File: config.mk
export PLATFORM = sky130hd
export DESIGN_NAME = serial_arbiter
export DESIGN_NICKNAME = d
export VERILOG_FILES = /design/src/rtl/serial_arbiter_pkg.sv /design/src/rtl/serial_arbiter_rr_pick.sv /design/src/rtl/serial_arbiter.sv
export SDC_FILE = /design/constraint.sdc
export NUM_CORES = 1
export LEC_CHECK = 0
export ABC_AREA = 1
export BUFFER_PORTS_ARGS = -buffer_cell sky130_fd_sc_hd__buf_4
export CORE_UTILIZATION = 40
export CTS_BUF_LIST = sky130_fd_sc_hd__clkbuf_4
export CTS_CLUSTER_SIZE = 40
export DETAILED_ROUTE_END_ITERATION = 10
export PLACE_DENSITY_LB_ADDON = 0.05
export SYNTH_ARGS = -nofsm -noshare
export SYNTH_HDL_FRONTEND = slang
export SYNTH_SLANG_ARGS = --single-unit
File: constraint.sdc
create_clock -name clock -period 3 [get_ports clock]
set_clock_uncertainty 0.15 [all_clocks]
set_input_delay 0.6 -clock clock [delete_from_list [all_inputs] [get_ports clock]]
set_output_delay 0.6 -clock clock [all_outputs]
set_load 0.01 [all_outputs]
File: src/rtl/serial_arbiter_pkg.sv
// rtl/serial_arbiter_pkg.sv - shared types and constants for the serial arbiter
package serial_arbiter_pkg;

  localparam int BITS_PER_FRAME = 8;
  localparam int NUM_REQ        = 2;
  localparam int CNT_W          = $clog2(BITS_PER_FRAME);
  localparam int IDX_W          = $clog2(NUM_REQ);

  localparam logic [CNT_W-1:0] LAST_BIT = CNT_W'(BITS_PER_FRAME - 1);

  typedef enum logic [1:0] {
    IDLE     = 2'd0,
    SHIFT    = 2'd1,
    WAIT_ACK = 2'd2
  } state_e;

  function automatic logic [IDX_W-1:0] onehot_to_idx(input logic [NUM_REQ-1:0] oh);
    logic [IDX_W-1:0] idx;
    idx = '0;
    for (int i = 0; i < NUM_REQ; i++) begin
      if (oh[i]) idx = IDX_W'(i);
    end
    return idx;
  endfunction

endpackage

File: src/rtl/serial_arbiter_rr_pick.sv
// rtl/serial_arbiter_rr_pick.sv - round-robin winner select, one-hot result
module rr_pick
  import serial_arbiter_pkg::*;
(
  input  logic [NUM_REQ-1:0] req,
  input  logic [IDX_W-1:0]   rr_ptr,
  output logic [NUM_REQ-1:0] grant
);

  logic [IDX_W-1:0] other;

  always_comb begin
    // With two requesters the non-preferred one is simply the inverted pointer.
    other = ~rr_ptr;
    grant = '0;
    if (req[rr_ptr]) begin
      grant[rr_ptr] = 1'b1;
    end else if (req[other]) begin
      grant[other] = 1'b1;
    end
  end

endmodule

File: src/rtl/serial_arbiter.sv
// rtl/serial_arbiter.sv - arbitrates two serial requesters onto one deserializer
module serial_arbiter
  import serial_arbiter_pkg::*;
(
  input  logic               clock,
  input  logic               reset,
  input  logic [NUM_REQ-1:0] req_in,
  input  logic [NUM_REQ-1:0] data_in,
  input  logic [NUM_REQ-1:0] write_in,
  output logic [NUM_REQ-1:0] grant_out,
  output logic               des_data_out,
  output logic               des_write_out,
  input  logic               des_status_in,
  input  logic               des_ready_in,
  output logic               des_ack_out,
  input  logic               cons_ack_in,
  output logic [IDX_W-1:0]   owner_out,
  output logic               frame_done_out
);

  state_e             state_q, state_d;
  logic [NUM_REQ-1:0] grant_q, grant_d;
  logic [NUM_REQ-1:0] pick;
  logic [IDX_W-1:0]   owner_q, owner_d;
  logic [IDX_W-1:0]   rr_ptr_q, rr_ptr_d;
  logic [CNT_W-1:0]   cnt_q, cnt_d;
  logic               ack_q, ack_d;
  logic               shifting;
  logic               fwd;

  rr_pick u_rr_pick (
    .req    (req_in),
    .rr_ptr (rr_ptr_q),
    .grant  (pick)
  );

  // Only the owner's lanes reach the deserializer; the other requester is never looked at.
  assign shifting      = (state_q == SHIFT);
  assign fwd           = shifting && write_in[owner_q] && !des_status_in;
  assign des_write_out = fwd;
  assign des_data_out  = shifting && data_in[owner_q];

  assign grant_out      = grant_q;
  assign owner_out      = owner_q;
  assign des_ack_out    = ack_q;
  assign frame_done_out = ack_q;

  always_comb begin
    state_d  = state_q;
    grant_d  = grant_q;
    owner_d  = owner_q;
    rr_ptr_d = rr_ptr_q;
    cnt_d    = cnt_q;
    ack_d    = 1'b0;
    case (state_q)
      IDLE: begin
        if (|req_in) begin
          grant_d = pick;
          owner_d = onehot_to_idx(pick);
          cnt_d   = '0;
          state_d = SHIFT;
        end
      end
      SHIFT: begin
        if (fwd) begin
          if (cnt_q == LAST_BIT) begin
            cnt_d   = '0;
            state_d = WAIT_ACK;
          end else begin
            cnt_d = cnt_q + 1'b1;
          end
        end
      end
      WAIT_ACK: begin
        if (des_ready_in && cons_ack_in) begin
          ack_d    = 1'b1;
          grant_d  = '0;
          rr_ptr_d = owner_q + 1'b1;
          state_d  = IDLE;
        end
      end
      default: begin
        state_d = IDLE;
        grant_d = '0;
      end
    endcase
  end

  always_ff @(posedge clock or posedge reset) begin
    if (reset) begin
      state_q  <= IDLE;
      grant_q  <= '0;
      owner_q  <= '0;
      rr_ptr_q <= '0;
      cnt_q    <= '0;
      ack_q    <= 1'b0;
    end else begin
      state_q  <= state_d;
      grant_q  <= grant_d;
      owner_q  <= owner_d;
      rr_ptr_q <= rr_ptr_d;
      cnt_q    <= cnt_d;
      ack_q    <= ack_d;
    end
  end

endmodule

==> flow_metrics.env, run 1 <==
export IMPL_run_status="completed"
export IMPL_stdcell_area_sq_um=749
export IMPL_holdCritPathClass="in -> async"
export IMPL_final_number_of_hold_violating_endpoints=0
export IMPL_final_period_utilization=0.641
export IMPL_clock_sinks=10
export IMPL_starting_density=0.438
export IMPL_layout_min_cycle_time_ns=1.92
export IMPL_grtUsageTotal=0.179
export IMPL_mappedNetlistNets=91
export IMPL_critical_path_max_stage_delay_ns=0.45
export IMPL_floorplan_rows=13
export IMPL_synth_simple_gate_area_share=0.388
export IMPL_cpMaxStageDelayCell="sky130_fd_sc_hd__dfrtp_1"
export IMPL_grt_start_max_net_pins=11
export IMPL_layout_stage_area_growth_over_the_synthesis_result_pct=28.3
export IMPL_multiInputGateArea_sq_um=278
export IMPL_slew_headroom=0.742
export IMPL_synth_cells=78
export IMPL_achievable_frequency_mhz=520
export IMPL_crit_family="flip-flops"
export IMPL_avgRoutedWirePerCell_microns=9.53
export IMPL_dr_total_vias=507
export IMPL_die_w_microns=40.2
export IMPL_total_die_area_sq_mm=0.00162
export IMPL_floorplan_io_pins=18
export IMPL_maximum_level_of_the_cts_h_tree=1
export IMPL_synth_warning_count=0
export IMPL_hold_buffers=0
export IMPL_path_max_fanout=5
export IMPL_synth_top_family_by_area="simple AND/OR/NAND/NOR gates"
export IMPL_r2r_start="cnt_q[0]"
export IMPL_grt_setup_unrepaired="no"
export IMPL_num_antenna_cells=0
export IMPL_tightest_slew_ns=0.387
export IMPL_netlist_area_before_placement_sq_um=584
export IMPL_path_clk_slew_ns=0.07
export IMPL_crit_path_cell_trace="inv_2 -> nand2_2 -> a21oi_1 -> buf_4"
export IMPL_avgViaCountPerCell=4.49
export IMPL_portBuffers=17
export IMPL_syn_area_per_cell_sq_um=7.49
export IMPL_r2r_worst_path_cells=8
export IMPL_fraction_of_final_layout_cells_with_drive_strength_greater_than_1=0.327
export IMPL_cell_area_after_placement_sq_um=723
export IMPL_critical_path_arrival_ns=1.17
export IMPL_cp_data_required_time_ns=2.25
export IMPL_detail_route_iter0_violations=21
export IMPL_final_nets=112
export IMPL_reg2reg_slack_ns=1.51
export IMPL_p_per_area_mw_per_mm2=859
export IMPL_worstPathBufferInverterCount=2
export IMPL_power_leakage_uw=0.000451
export IMPL_route_antenna_remaining_nets=0
export IMPL_grt_pass1_wl_microns=1840
export IMPL_timing_final_max_slew_violations=0
export IMPL_globalplace_congestion=0.693
export IMPL_cts_resized=0
export IMPL_post_synthesis_share_of_cell_area_spent_on_full_adders_half_adders_and_majority_gates=0.0428
export IMPL_die_height_microns=40.2
export IMPL_overflow=0
export IMPL_number_of_buffers_inserted_during_clock_tree_synthesis=3
export IMPL_first_global_vias=444
export IMPL_setup_worst_path_end_class="primary output"
export IMPL_yosys_mux_area_fraction=0
export IMPL_r2r_end="state_q[1]"
export IMPL_drt_first_pass_iters=2
export IMPL_cts_root_to_sink_buffers=2
export IMPL_ir_worst_vdd_mv=0.386
export IMPL_seq_area_sq_um=250
export IMPL_synth_distinct_cells=18
export IMPL_timing_final_setup_violations=0
export IMPL_wirelength_microns=1080
export IMPL_cts_root_buffer="sky130_fd_sc_hd__clkbuf_4"
export IMPL_antenna_found_initial=0
export IMPL_critPathKind="reg -> out"
export IMPL_clkLatencyLatePin_ns=0.26
export IMPL_synth_seq_cells=10
export IMPL_worst_path_stages=4
export IMPL_fp_coreArea_sq_mm=0.00133
export IMPL_setup_total_negative_slack_ns=0
export IMPL_remaining_drc_errors=0
export IMPL_n_fill_cell=133
export IMPL_clock_tree_from_tritoncts="yes"
export IMPL_yosys_area_share_xor_xnor=0
export IMPL_maxCapViolations=0
export IMPL_synth_yosys_seq_area_share=0.428
export IMPL_dp_hpwl_microns=892
export IMPL_synth_compound_area_frac=0.0450
export IMPL_worst_setup_path_start_kind="flip-flop"
export IMPL_cts_setup_buffers=0
[layer usage]
layer  global-route usage  share of wire
met2                0.254           0.44
met5                    0              0
met1                0.239           0.51
met4                0.100              0
met3               0.0556          0.056
[layout by cell type (no fill, tap or decap)]
cell type | netlist | final
sky130_fd_sc_hd__a21oi_1 | 1 | 1
sky130_fd_sc_hd__buf_4 | 1 | 17
sky130_fd_sc_hd__clkbuf_4 | 0 | 3
sky130_fd_sc_hd__clkinv_1 | 0 | 1
sky130_fd_sc_hd__dfrtp_1 | 10 | 10
sky130_fd_sc_hd__ha_1 | 2 | 2
sky130_fd_sc_hd__inv_1 | 10 | 10
sky130_fd_sc_hd__inv_2 | 3 | 3
sky130_fd_sc_hd__nand2_1 | 25 | 25
sky130_fd_sc_hd__nand2_2 | 2 | 2
sky130_fd_sc_hd__nand2_4 | 1 | 1
sky130_fd_sc_hd__nand3_1 | 8 | 8
sky130_fd_sc_hd__nand3_2 | 1 | 1
sky130_fd_sc_hd__nand4_1 | 1 | 1
sky130_fd_sc_hd__nor2_1 | 6 | 6
sky130_fd_sc_hd__nor2_2 | 3 | 3
sky130_fd_sc_hd__nor2_4 | 1 | 1
sky130_fd_sc_hd__o211ai_1 | 1 | 1
sky130_fd_sc_hd__o21ai_0 | 1 | 1
sky130_fd_sc_hd__o21ai_2 | 1 | 1
[synthesized netlist by cell type, drive strengths merged]
| library cell | count | area, sq um |
|---|---|---|
| nand2 | 28 | 118 |
| inv | 13 | 48.8 |
| dfrtp | 10 | 250 |
| nor2 | 10 | 52.6 |
| nand3 | 9 | 50.1 |
| ha | 2 | 25.0 |
| o21ai | 2 | 13.8 |
| a21oi | 1 | 5.00 |
| buf | 1 | 7.51 |
| nand4 | 1 | 6.26 |
| o211ai | 1 | 7.51 |
[worst register-to-register path: cells and delay by family (launching register included)]
| family | cells | cell delay [ns] |
|---|---|---|
| DFF | 1 | 0.40 |
| buffers and inverters | 2 | 0.11 |
| adders and majority gates | 2 | 0.38 |
| and+or+nand+nor | 4 | 0.33 |
[cells by family (layout without fill, tap and decap cells)]
group / after synthesis / in the layout
AO/OA/AOI/OAI: 4 / 4
adder cells (fa/ha/maj): 2 / 2
buffers and inverters: 14 / 34
flip-flops: 10 / 10
AND/OR/NAND/NOR: 48 / 48
[flip-flops by register name, indices dropped and copies added, names as in the netlist]
signal	flops
cnt_q	3
owner_out	1
grant_out	2
des_ack_out	1
rr_ptr_q	1
state_q	2
[stage by stage]
stage | power [uW] | cells | hold WS, ns | utilization | setup WS, ns
2_1_floorplan | 455 | 78 | 0.290 | - | 1.36
3_3_place_gp | 554 | 109 | 0.311 | 0.542 | 1.19
3_5_place_dp | 556 | 109 | 0.314 | 0.542 | 1.18
4_1_cts | 651 | 113 | 0.173 | 0.562 | 1.07
5_1_grt | 714 | 113 | 0.191 | 0.562 | 0.989
6_report | 644 | 113 | 0.162 | 0.562 | 1.08
[where the power goes]
part           internal, uW  switching [uW]  leakage (uW)
Combinational           131             178      0.000306
Clock                  47.9            45.5     0.0000154
Sequential              188            53.0      0.000129
Total                   368             276      0.000451
[how the worst max path moves through the flow]
stage,to,from
2_1_floorplan,des_write_out,write_in[1]
3_3_place_gp,des_write_out,write_in[0]
3_5_place_dp,des_write_out,write_in[0]
4_1_cts,des_data_out,state_q[1]
5_1_grt,des_write_out,owner_out
6_report,des_data_out,state_q[1]
[area by class of cell]
| type | instances | area share |
|---|---|---|
| multi-input cells | 54 | 0.371 |
| flip-flops and latches | 10 | 0.334 |
| repair buffers | 17 | 0.170 |
| inverters | 13 | 0.0651 |
| clock buffers | 3 | 0.0301 |
| well taps | 15 | 0.0250 |
| clock inverters | 1 | 0.00501 |
Power figures use the tool's default switching activity.
==> run 2: changes to the inputs <==
==> constraint.sdc (replaced) <==
create_clock -name clock -period 1.7 [get_ports clock]
set_clock_uncertainty 0.15 [all_clocks]
set_input_delay 0.34 -clock clock [delete_from_list [all_inputs] [get_ports clock]]
set_output_delay 0.34 -clock clock [all_outputs]
set_load 0.01 [all_outputs]
==> run 2 against run 1 <==
  * Flip-flop and latch count is the same
  * Routed wire length is 14% higher
  * Clock power up 82%
  * Utilization grew 2.7 points
  * Worst setup slack worse by 1.0 ns
  * Via count up 6.7%
  * Global-route usage is 0.12 points lower
  * Combinational power grew 96%
  * Cell count increased by 2.7%
  * Critical endpoint is now des_write_out
  * Largest cell class unchanged
==> flow_metrics.env, run 2 (synthesized netlist as in run 1, its figures left out) <==
export IMPL_run_status="completed"
export IMPL_report_power_total_uw=1210
export IMPL_fraction_of_final_layout_cells_with_drive_strength_greater_than_1=0.366
export IMPL_grt_pass1_wl_microns=1840
export IMPL_slew_headroom=0.735
export IMPL_worst_setup_path_start_kind="flip-flop"
export IMPL_avgViaCountPerCell=4.66
export IMPL_final_common_cell="sky130_fd_sc_hd__nand2_1"
export IMPL_detail_route_iter0_violations=11
export IMPL_power_switching_fraction=0.432
export IMPL_clock_sinks=10
export IMPL_netSwitchingPower_uw=521
export IMPL_antenna_found_initial=0
export IMPL_grtUsageTotal=0.177
export IMPL_drt_first_pass_iters=4
export IMPL_overflow=0
export IMPL_fp_coreArea_sq_mm=0.00133
export IMPL_power_share_combinational=0.502
export IMPL_maxCapViolations=0
export IMPL_cts_root_to_sink_buffers=2
export IMPL_starting_density=0.438
export IMPL_setup_worst_path_end_class="primary output"
export IMPL_wirelength_microns=1230
export IMPL_cp_data_required_time_ns=1.21
export IMPL_largest_reg_flops=3
export IMPL_num_antenna_cells=0
export IMPL_clkLatencyLatePin_ns=0.26
export IMPL_total_die_area_sq_mm=0.00162
export IMPL_timing_final_max_slew_violations=0
export IMPL_maximum_level_of_the_cts_h_tree=1
export IMPL_path_clk_slew_ns=0.07
export IMPL_die_w_microns=40.2
export IMPL_tightest_slew_ns=0.397
export IMPL_final_nets=115
export IMPL_clock_tree_from_tritoncts="yes"
export IMPL_share_seq_of_total_power=0.357
export IMPL_final_number_of_hold_violating_endpoints=0
export IMPL_dp_hpwl_microns=927
export IMPL_layout_common_cells="sky130_fd_sc_hd__nand2_1 (25), sky130_fd_sc_hd__buf_4 (19), sky130_fd_sc_hd__inv_1 (10)"
export IMPL_holdCritPathClass="in -> reg"
export IMPL_grt_setup_unrepaired="yes"
export IMPL_final_period_utilization=0.978
export IMPL_layout_min_cycle_time_ns=1.66
export IMPL_critPathKind="reg -> out"
export IMPL_place_ws_ns=0.242
export IMPL_floorplan_io_pins=18
export IMPL_avgRoutedWirePerCell_microns=10.6
export IMPL_p_per_area_mw_per_mm2=1530
export IMPL_ir_worst_vdd_mv=0.767
export IMPL_power_leakage_uw=0.000463
export IMPL_remaining_drc_errors=0
export IMPL_dr_total_vias=541
export IMPL_first_global_vias=461
export IMPL_power_report_internal_total_uw=685
export IMPL_critical_path_arrival_ns=1.17
export IMPL_path_max_fanout=4
export IMPL_final_worst_setup_slack_ns=0.0372
export IMPL_crit_path_cell_trace="inv_2 -> nor2_4 -> nand2_1 -> nor2_2 -> buf_4"
export IMPL_pwr_share_clk=0.141
export IMPL_layout_stage_area_growth_over_the_synthesis_result_pct=34.5
export IMPL_grt_start_max_net_pins=11
export IMPL_portBuffers=17
export IMPL_timing_final_setup_violations=0
export IMPL_floorplan_rows=13
export IMPL_cpMaxStageDelayCell="sky130_fd_sc_hd__dfrtp_1"
export IMPL_die_height_microns=40.2
export IMPL_route_antenna_remaining_nets=0
export IMPL_achievable_frequency_mhz=601
export IMPL_critical_path_max_stage_delay_ns=0.43
export IMPL_max_flop_register="cnt_q"
export IMPL_cts_root_buffer="sky130_fd_sc_hd__clkbuf_4"
export IMPL_number_of_buffers_inserted_during_clock_tree_synthesis=3
export IMPL_globalplace_congestion=0.726
run 2: cell types whose count changed in the layout (fill, tap and decap cells not counted):
cell,delta
sky130_fd_sc_hd__a21oi_2,+1
sky130_fd_sc_hd__nor2_2,-1
sky130_fd_sc_hd__dfrtp_1,-2
sky130_fd_sc_hd__buf_4,+2
sky130_fd_sc_hd__a21oi_1,-1
sky130_fd_sc_hd__dlygate4sd3_1,+1
sky130_fd_sc_hd__dfrtp_2,+2
sky130_fd_sc_hd__nor2_4,+1
run 2: worst max-delay path: cells and delay by family (launching register included):
family	cells	cell delay, ns
buffers and inverters	2	0.21
DFF	1	0.43
and+or+nand+nor	3	0.27
run 2: metrics by stage:
| stage | instances | cell area, sq um | setup TNS (ns) | hold WS (ns) | util |
|---|---|---|---|---|---|
| after CTS | 114 | 759 | 0 | 0.210 | 0.569 |
| after detailed placement | 109 | 723 | 0 | 0.203 | 0.542 |
| final | 116 | 786 | 0 | 0.204 | 0.589 |
| after floorplan | 78 | 584 | 0 | 0.0302 | - |
| after global placement | 109 | 723 | 0 | 0.198 | 0.542 |
| after global routing | 116 | 786 | -0.0368 | 0.225 | 0.589 |
run 2: path summary, 6_finish.rpt:
check,startpoint,end,slack [ns],depth (start not counted)
max,state_q[0],des_write_out,0.04,5
min,req_in[0],grant_out[0],0.20,3
max reg2reg,cnt_q[0],state_q[1],0.22,8
min reg2reg,grant_out[0],grant_out[0],0.32,2
max in group asynchronous,reset,owner_out,0.62,3
min in group asynchronous,reset,grant_out[0],0.47,3
run 2: metal layers:
metal,part of all wire,vias up,global-route usage
met2,0.46,11,0.286
met4,0.011,0,0.125
met5,0,-,0
met1,0.49,237,0.221
li1,-,291,-
met3,0.037,2,0.0167
run 2: power by group through the flow:
stage               registers (uW)  clock network, uW  logic, uW
floorplan                      427                  0        375
global placement               428                  0        557
detailed placement             428                  0        564
CTS                            424                169        564
global route                   447                182        688
finish                         431                170        605
run 2: area by class of cell:
class,count,area (sq um)
Inverter,13,48.8
Clock inverter,1,3.75
Fill cell,137,548
Clock buffer,3,22.5
Sequential cell,10,253
Multi-Input combinational cell,54,287
Timing Repair Buffer,20,153
Tap cell,15,18.8
run 2: timing repair:
item                                   4_1_cts  5_1_grt
setup endpoints to repair                    0        2
setup buffers                                0        2
gates resized for setup                      0        4
hold buffers                                 1        0
endpoints found under the hold margin       10        0
==> run 3: changes to the inputs <==
--- a/config.mk
+++ b/config.mk
@@ -8,9 +8,10 @@
 export ABC_AREA = 1
 export BUFFER_PORTS_ARGS = -buffer_cell sky130_fd_sc_hd__buf_4
 export CORE_UTILIZATION = 40
-export CTS_BUF_LIST = sky130_fd_sc_hd__clkbuf_4
+export CTS_BUF_LIST = sky130_fd_sc_hd__clkbuf_8
 export CTS_CLUSTER_SIZE = 40
 export DETAILED_ROUTE_END_ITERATION = 10
+export HOLD_SLACK_MARGIN = 0.02
 export PLACE_DENSITY_LB_ADDON = 0.05
 export SYNTH_ARGS = -nofsm -noshare
 export SYNTH_HDL_FRONTEND = slang
==> run 3 against run 2 <==
  * First-iteration DRC count did not move
  * Clock power increased by 71%
  * Power rose by 5.8%
  * Combinational power shrank 8.3%
  * Global-route usage up 0.23 points
  * Utilization grew 0.38 points
  * Via count down 0.74%
  * Non-clock buffer count shrank 2
  * Worst setup slack improved by 0.034 ns
  * Count of clock-buffer cells in the layout grew 1
  * Critical path type unchanged
  * Highest routed layer unchanged
==> flow_metrics.env, run 3 (synthesized netlist as in run 1, its figures left out) <==
export IMPL_holdPathStages=3
export IMPL_fp_coreArea_sq_mm=0.00133
export IMPL_die_height_microns=40.2
export IMPL_cp_data_required_time_ns=1.21
export IMPL_cts_root_buffer="sky130_fd_sc_hd__clkbuf_8"
export IMPL_critPathKind="reg -> out"
export IMPL_maxCapViolations=0
export IMPL_worst_hold_startpoint="req_in[0]"
export IMPL_share_seq_of_total_power=0.337
export IMPL_slew_headroom=0.735
export IMPL_number_of_buffers_inserted_during_clock_tree_synthesis=3
export IMPL_wirelength_microns=1140
export IMPL_holdCritPathClass="in -> reg"
export IMPL_final_worst_setup_slack_ns=0.0717
export IMPL_setup_total_negative_slack_ns=0
export IMPL_timing_final_max_slew_violations=0
export IMPL_power_share_combinational=0.435
export IMPL_starting_density=0.438
export IMPL_largest_reg_flops=3
export IMPL_dr_total_vias=537
export IMPL_grtUsageTotal=0.180
export IMPL_globalplace_congestion=0.726
export IMPL_ir_worst_vdd_mv=1.01
export IMPL_overflow=0
export IMPL_final_common_cell="sky130_fd_sc_hd__nand2_1"
export IMPL_floorplan_io_pins=18
export IMPL_timing_final_setup_violations=0
export IMPL_r2r_start="cnt_q[0]"
export IMPL_floorplan_rows=13
export IMPL_place_ws_ns=0.242
export IMPL_pwr_share_clk=0.228
export IMPL_critPathLaunch="state_q[0]"
export IMPL_hold_ws_ns=0.241
export IMPL_layout_stage_area_growth_over_the_synthesis_result_pct=35.3
export IMPL_path_max_fanout=4
export IMPL_total_die_area_sq_mm=0.00162
export IMPL_final_period_utilization=0.958
export IMPL_avgRoutedWirePerCell_microns=10.0
export IMPL_avgViaCountPerCell=4.71
export IMPL_layout_core_utilization=0.593
export IMPL_antenna_found_initial=0
export IMPL_p_per_area_mw_per_mm2=1610
export IMPL_n_fill_cell=131
export IMPL_route_antenna_remaining_nets=0
export IMPL_detail_route_iter0_violations=11
export IMPL_worst_setup_path_start_kind="flip-flop"
export IMPL_clkLatencyLatePin_ns=0.23
export IMPL_dp_hpwl_microns=927
export IMPL_final_nets=113
export IMPL_tightest_slew_ns=0.396
export IMPL_portBuffers=17
export IMPL_power_switching_fraction=0.392
export IMPL_clock_sinks=10
export IMPL_achievable_frequency_mhz=614
export IMPL_fraction_of_final_layout_cells_with_drive_strength_greater_than_1=0.354
export IMPL_layout_common_cells="sky130_fd_sc_hd__nand2_1 (25), sky130_fd_sc_hd__buf_4 (17), sky130_fd_sc_hd__inv_1 (10)"
export IMPL_grt_start_max_net_pins=11
export IMPL_num_antenna_cells=0
export IMPL_path_clk_slew_ns=0.05
export IMPL_cts_root_to_sink_buffers=2
export IMPL_power_report_internal_total_uw=776
export IMPL_critical_path_arrival_ns=1.14
export IMPL_die_w_microns=40.2
export IMPL_final_cell_count_no_fill=114
export IMPL_layout_min_cycle_time_ns=1.63
export IMPL_r2r_worst_path_cells=8
export IMPL_setup_worst_path_end_class="primary output"
export IMPL_maximum_level_of_the_cts_h_tree=1
export IMPL_grt_setup_unrepaired="no"
export IMPL_drt_first_pass_iters=4
export IMPL_cts_setup_buffers=0
export IMPL_netSwitchingPower_uw=499
export IMPL_clock_tree_from_tritoncts="yes"
export IMPL_power_leakage_uw=0.000466
export IMPL_first_global_vias=472
export IMPL_final_number_of_hold_violating_endpoints=0
export IMPL_run_status="completed"
export IMPL_remaining_drc_errors=0
export IMPL_dp_cells=109
export IMPL_max_flop_register="cnt_q"
export IMPL_grt_pass1_wl_microns=1840
-- run 3: timing repair --
action	4_1_cts	5_1_grt
endpoints found under the setup margin	0	2
hold buffers	1	0
hold endpoints to repair	10	0
gates resized for setup	0	2
-- run 3: final cells by class --
type                       count  area, sq um  area share
timing repair buffer          18          138       0.174
tap                           15         18.8      0.0237
multi-input combinational     54          278       0.351
sequential                    10          253       0.320
clock buffer                   4         55.1      0.0696
inverter                      13         48.8      0.0617
-- run 3: path summary, 6_finish.rpt --
path / slack [ns] / end
min in group asynchronous: 0.50 / grant_out[0]
max reg2reg: 0.23 / state_q[1]
max in group asynchronous: 0.59 / owner_out
min reg2reg: 0.32 / grant_out[0]
min: 0.24 / grant_out[0]
max: 0.07 / des_write_out
-- run 3: power groups by stage --
stage / Combinational (uW) / Sequential [uW] / Clock [uW]
4_1_cts: 564 / 425 / 296
3_5_place_dp: 564 / 428 / 0
3_3_place_gp: 557 / 428 / 0
6_report: 555 / 429 / 291
2_1_floorplan: 375 / 427 / 0
5_1_grt: 639 / 445 / 311
-- run 3: layer usage --
metal,vias to the layer above,GRT usage,routed length [microns]
met3,2,0.0333,49
met1,236,0.214,556
met4,0,0.125,14
met5,-,0,0
met2,13,0.290,522
li1,286,-,-
-- run 3: stage by stage --
step | total power (uW) | cell area (sq um)
global route | 1390 | 791
CTS | 1290 | 788
detailed placement | 992 | 723
floorplan | 803 | 584
finish | 1280 | 791
global placement | 985 | 723
-- run 3: critical path, stage by stage (launching register included) --
cell                      delay, ns
sky130_fd_sc_hd__dfrtp_1       0.42
sky130_fd_sc_hd__inv_2         0.07
sky130_fd_sc_hd__nor2_2        0.10
sky130_fd_sc_hd__nand2_1       0.07
sky130_fd_sc_hd__nor2_2        0.11
sky130_fd_sc_hd__buf_4         0.14
